$ cat src/rtl/opr1_sequencer.sv
// rtl/opr1_sequencer.sv - PDP-8 OPR group 1 microinstruction sequencer (optional BSW swap: OPR1_BSW_EN)
module opr1_sequencer (
    input  logic        CLK,
    input  logic        RESET,
    input  logic        START,
    input  logic [7:0]  IR,
    input  logic [11:0] AC_IN,
    input  logic        L_IN,
    output logic [2:0]  ROT_OP,
    output logic [11:0] ROT_AI,
    output logic        ROT_LI,
    output logic        ROT_OE,
    input  logic [11:0] ROT_AO,
    input  logic        ROT_LO,
    output logic [11:0] AC_OUT,
    output logic        L_OUT,
    output logic        BUSY,
    output logic        DONE
);

    typedef enum logic [2:0] {
        S_IDLE = 3'd0,
        S_CLR  = 3'd1,
        S_CMP  = 3'd2,
        S_INC  = 3'd3,
        S_ROT  = 3'd4,
        S_FIN  = 3'd5
    } state_t;

    localparam logic [2:0] ROP_PASS = 3'b000;
    localparam logic [2:0] ROP_SWAP = 3'b001;
    localparam logic [2:0] ROP_RAL  = 3'b010;
    localparam logic [2:0] ROP_RTL  = 3'b011;
    localparam logic [2:0] ROP_RAR  = 3'b100;
    localparam logic [2:0] ROP_RTR  = 3'b101;

    state_t      state_q, state_d;
    logic [11:0] ac_q, ac_d;
    logic        l_q, l_d;
    logic        cla_q, cla_d;
    logic        cll_q, cll_d;
    logic        cma_q, cma_d;
    logic        cml_q, cml_d;
    logic        iac_q, iac_d;
    logic [2:0]  rot_op_q, rot_op_d;

    logic [2:0]  start_rot_op;
    logic [12:0] inc_sum;

    // Rotate code is fixed at START; conflicting RAR+RAL collapses to pass (no ROT step).
    function automatic logic [2:0] decode_rot(input logic [7:0] ir);
        logic [2:0] op;
        op = ROP_PASS;
        if (ir[3] && ir[2]) begin
            op = ROP_PASS;
        end else if (ir[3]) begin
            op = ir[1] ? ROP_RTR : ROP_RAR;
        end else if (ir[2]) begin
            op = ir[1] ? ROP_RTL : ROP_RAL;
        end else if (ir[1]) begin
`ifdef OPR1_BSW_EN
            op = ROP_SWAP;
`else
            op = ROP_PASS;
`endif
        end
        return op;
    endfunction

    // First required step strictly after 'from', in PDP-8 event order; FIN if none remain.
    function automatic state_t next_step(input state_t from, input logic need_clr,
                                         input logic need_cmp, input logic need_inc,
                                         input logic need_rot);
        state_t nxt;
        nxt = S_FIN;
        if (from < S_CLR && need_clr) begin
            nxt = S_CLR;
        end else if (from < S_CMP && need_cmp) begin
            nxt = S_CMP;
        end else if (from < S_INC && need_inc) begin
            nxt = S_INC;
        end else if (from < S_ROT && need_rot) begin
            nxt = S_ROT;
        end
        return nxt;
    endfunction

    assign start_rot_op = decode_rot(IR);
    assign inc_sum      = {l_q, ac_q} + 13'd1;

    // Next-state and working-register update for each sequencer step.
    always_comb begin
        state_d  = state_q;
        ac_d     = ac_q;
        l_d      = l_q;
        cla_d    = cla_q;
        cll_d    = cll_q;
        cma_d    = cma_q;
        cml_d    = cml_q;
        iac_d    = iac_q;
        rot_op_d = rot_op_q;
        case (state_q)
            S_IDLE: begin
                if (START) begin
                    ac_d     = AC_IN;
                    l_d      = L_IN;
                    cla_d    = IR[7];
                    cll_d    = IR[6];
                    cma_d    = IR[5];
                    cml_d    = IR[4];
                    iac_d    = IR[0];
                    rot_op_d = start_rot_op;
                    state_d  = next_step(S_IDLE, IR[7] | IR[6], IR[5] | IR[4], IR[0],
                                         start_rot_op != ROP_PASS);
                end
            end
            S_CLR: begin
                if (cla_q) ac_d = 12'd0;
                if (cll_q) l_d = 1'b0;
                state_d = next_step(S_CLR, 1'b0, cma_q | cml_q, iac_q, rot_op_q != ROP_PASS);
            end
            S_CMP: begin
                if (cma_q) ac_d = ~ac_q;
                if (cml_q) l_d = ~l_q;
                state_d = next_step(S_CMP, 1'b0, 1'b0, iac_q, rot_op_q != ROP_PASS);
            end
            S_INC: begin
                // 13-bit increment: carry out of AC[11] lands in (complements) the link.
                {l_d, ac_d} = inc_sum;
                state_d = next_step(S_INC, 1'b0, 1'b0, 1'b0, rot_op_q != ROP_PASS);
            end
            S_ROT: begin
                ac_d    = ROT_AO;
                l_d     = ROT_LO;
                state_d = S_FIN;
            end
            S_FIN: begin
                state_d = S_IDLE;
            end
            default: begin
                state_d = S_IDLE;
            end
        endcase
    end

    // State and working-register flops; reset wins over START and any active step.
    always_ff @(posedge CLK) begin
        if (RESET) begin
            state_q  <= S_IDLE;
            ac_q     <= 12'd0;
            l_q      <= 1'b0;
            cla_q    <= 1'b0;
            cll_q    <= 1'b0;
            cma_q    <= 1'b0;
            cml_q    <= 1'b0;
            iac_q    <= 1'b0;
            rot_op_q <= ROP_PASS;
        end else begin
            state_q  <= state_d;
            ac_q     <= ac_d;
            l_q      <= l_d;
            cla_q    <= cla_d;
            cll_q    <= cll_d;
            cma_q    <= cma_d;
            cml_q    <= cml_d;
            iac_q    <= iac_d;
            rot_op_q <= rot_op_d;
        end
    end

    // Rotater is only asked to act in ROT; its data inputs always follow the working pair.
    always_comb begin
        ROT_OP = (state_q == S_ROT) ? rot_op_q : ROP_PASS;
        ROT_OE = (state_q == S_ROT);
        ROT_AI = ac_q;
        ROT_LI = l_q;
        AC_OUT = ac_q;
        L_OUT  = l_q;
        BUSY   = (state_q != S_IDLE);
        DONE   = (state_q == S_FIN);
    end

endmodule

$ cat config.mk
export PLATFORM = sky130hd
export DESIGN_NAME = opr1_sequencer
export DESIGN_NICKNAME = d
export VERILOG_FILES = /design/src/rtl/opr1_sequencer.sv
export SDC_FILE = /design/constraint.sdc
export NUM_CORES = 1
export LEC_CHECK = 0
export ABC_CLOCK_PERIOD_IN_PS = 2000
export BUFFER_PORTS_ARGS = -buffer_cell sky130_fd_sc_hd__buf_2
export CORE_ASPECT_RATIO = 0.8
export CORE_UTILIZATION = 50
export CTS_CLUSTER_DIAMETER = 60
export DETAILED_ROUTE_END_ITERATION = 6
export GPL_ROUTABILITY_DRIVEN = 0
export PLACE_DENSITY = 0.81
export SYNTH_ARGS = -nofsm -noshare
export SYNTH_HDL_FRONTEND = slang
export SYNTH_SLANG_ARGS = --single-unit
$ cat constraint.sdc
create_clock -name CLK -period 2 [get_ports CLK]
set_input_delay 0 -clock CLK [delete_from_list [all_inputs] [get_ports CLK]]
set_output_delay 0 -clock CLK [all_outputs]
set_load 0.01 [all_outputs]
==> results_dict.tcl <==
set metrics [dict create \
    outcome "complete, but fails checks" \
    failed_checks "DRC" \
    async_flop_share_pct 0 \
    route.detailed.drc 14 \
    p_total_mw 3.408 \
    clock_sinks 24 \
    antenna_found_initial 0 \
    yosysWarnings 0 \
    rows 19 \
    synth_area_leaders "dfxtp_1 (26%), buf_4 (7.2%), nand2_1 (7.2%)" \
    cts_buffers 3 \
    die_h_um 56.86 \
    ys_types 51 \
    hold_path_class "primary input to flop" \
    synth.net_count 295 \
    postRouteAntennaNets 0 \
    ys_top_cells_by_count "nand2_1 (36), a21oi_1 (26), dfxtp_1 (24), buf_4 (18), nor2_1 (15)" \
    drt_iter0_drc 193 \
    tns_ns 0 \
    p_clk_share_pct 9.9 \
    vias 2149 \
    power.share.switching_pct 48.68 \
    fillers 322 \
    htree_levels 1 \
    p_int_mw 1.749 \
    drv_cap 0 \
    grt_pass1_wl_um 8487 \
    slew_headroom_pct 66.60 \
    seq_area_um2 480.5 \
    synth_area_mm2 0.001881 \
    timing.final.crit_share_pct 90.51 \
    end_kind "flop" \
    hold_violations 0 \
    grt_pass1_vias 1845 \
    n_antenna_cell 0 \
    synth_area_per_cell_um2 7.317 \
    fmax_mhz 552.4 \
    worst_setup_path_start_kind "flop" \
    core_area_mm2 0.003518 \
    avgRoutedWirePerCell_um 15.06 \
    wirelength_um 5405 \
    synth-seq-area-share_pct 25.55 \
    slew_violations 0 \
    die_w_um 70.57 \
    clkTransAtPathRegs_ns 0.09 \
    power.leakage_nw 1.018 \
    irDropWorstVdd_uv 962.9 \
    holdPathStages 3 \
    synth.top_cell.area_share_pct 25.55 \
    rsz0062_at_grt "no" \
    insertion_delay_ns 0.27 \
    area_delta_synth_final_pct 21.49 \
    drive_above_1_share_pct 29.97 \
    clockBufferDepth 2 \
    dp_hpwl_um 3842 \
    cts_root_buffer "clkbuf_8" \
    multi_input_area_mm2 0.001179 \
    arrival_ns 1.98 \
    io_pins 69 \
    synth_cells 257 \
    start_util_pct 53.45 \
    grt_max_degree 24 \
    synth_seq_cells 24 \
    synth_most_common_cell "nand2_1" \
    grt_usage_pct 26.59 \
    final_nets 356 \
    fin_crit_ns 1.810 \
    reg2reg_depth 5 \
    required_ns 2.17 \
    synth_edf_count 0 \
    firstDrtPassIters 7 \
    gr-total-overflow 0 \
    critPathKind "flop to flop" \
    switchingPower_mw 1.659 \
    synth_top_area_cell "dfxtp_1" \
    utilization_pct 64.94 \
    setup_violations 0 \
    synth_ff_type "dfxtp_1" \
    power_frac_comb_pct 64.9 \
    post_cts_buffers 0 \
    critPathMaxFanout 8 \
    numPortBuffers 68 \
    p_seq_share_pct 25.2 \
    power.density_mw_per_mm2 1492 \
    viasPerCell 5.986 \
    cts_tree "built" \
    die_area_mm2 0.004012 \
    finalClockSkew_ns 0.001429 \
    worstMarginPinSlew_ns 0.4884 \
]
==> final cells by class <==
cell class	instances	share of cell area [%]
multi-input combinational	195	51.59
sequential	24	21.03
clock buffer	4	2.410
tap	42	2.300
inverter	8	1.314
timing repair buffer	86	21.36
==> power groups by stage <==
stage               sequential (mW)  combinational, mW  clock, mW
floorplan                     0.898               1.58          0
global placement              0.860               2.13          0
detailed placement            0.865               2.16          0
CTS                           0.854               2.18      0.341
global route                  0.890               2.41      0.358
finish                        0.859               2.21      0.338
==> what timing repair did <==
action                                 in CTS  in global routing
endpoints found under the hold margin       5                  0
hold buffers                                5                  0
gates resized for setup                     0                  0
==> flip-flops by register name, indices dropped and copies added (netlist names) <==
signal and count:
cll_q 1, AC_OUT 12, L_OUT 1, cml_q 1, iac_q 1, cla_q 1, rot_op_q 3, cma_q 1
state_q 3
==> cell families (layout without fill, tap and decap cells) <==
kind of cell | after synthesis | in the layout | synth area share [%]
AOI/OAI and AO/OA | 80 | 80 | 29.48
and+or+nand+nor | 100 | 100 | 25.62
xor gates and xnor gates | 9 | 9 | 4.191
DFF | 24 | 24 | 25.55
buffers and inverters | 38 | 98 | 11.78
muxes | 5 | 5 | 2.728
adders and majority gates | 1 | 1 | 0.6652
==> cells in the final DEF (no fill, tap or decap), types with 5 or more instances in the layout <==
cell type	n
xnor2_1	5
buf_4	13
buf_2	68
a21oi_1	26
dfxtp_1	24
inv_1	6
nor4_1	5
nand3_1	10
nand2b_1	5
nor2_1	15
dlygate4sd3_1	5
nand2_1	36
o21ai_0	11
nor3_1	11
and3_1	5
==> worst max-delay path, stage by stage, from the launching register on <==
cell	delay (ns)
dfxtp_1	0.49
and4_1	0.40
nand2_1	0.19
o21ai_0	0.24
a31oi_1	0.11
o221a_2	0.28
==> final timing paths <==
kind	slack (ns)	from	endpoint
worst min-delay path	0.03	IR[2]	rot_op_q[1]
worst min register to register	0.47	rot_op_q[2]	rot_op_q[2]
worst max-delay path	0.19	AC_OUT[2]	AC_OUT[6]
worst max register to register	0.19	AC_OUT[2]	AC_OUT[6]
==> routing by layer <==
metal  track usage, %  wire, um
met1            37.86      2435
met4            5.429        19
met2            42.02      2392
met3            4.847       558
met5                0         0
==> through the flow <==
step	cell area [um2]	hold WS [ns]	setup slack, ns	instances
after CTS	2285	0.02217	0.2656	359
after global placement	2180	0.2568	0.3715	350
after global routing	2285	0.04126	0.1493	359
after floorplan	1881	0.1360	0.4783	257
after detailed placement	2180	0.2604	0.3306	350
final	2285	0.02529	0.1897	359
(Power assumes the default switching activity.)
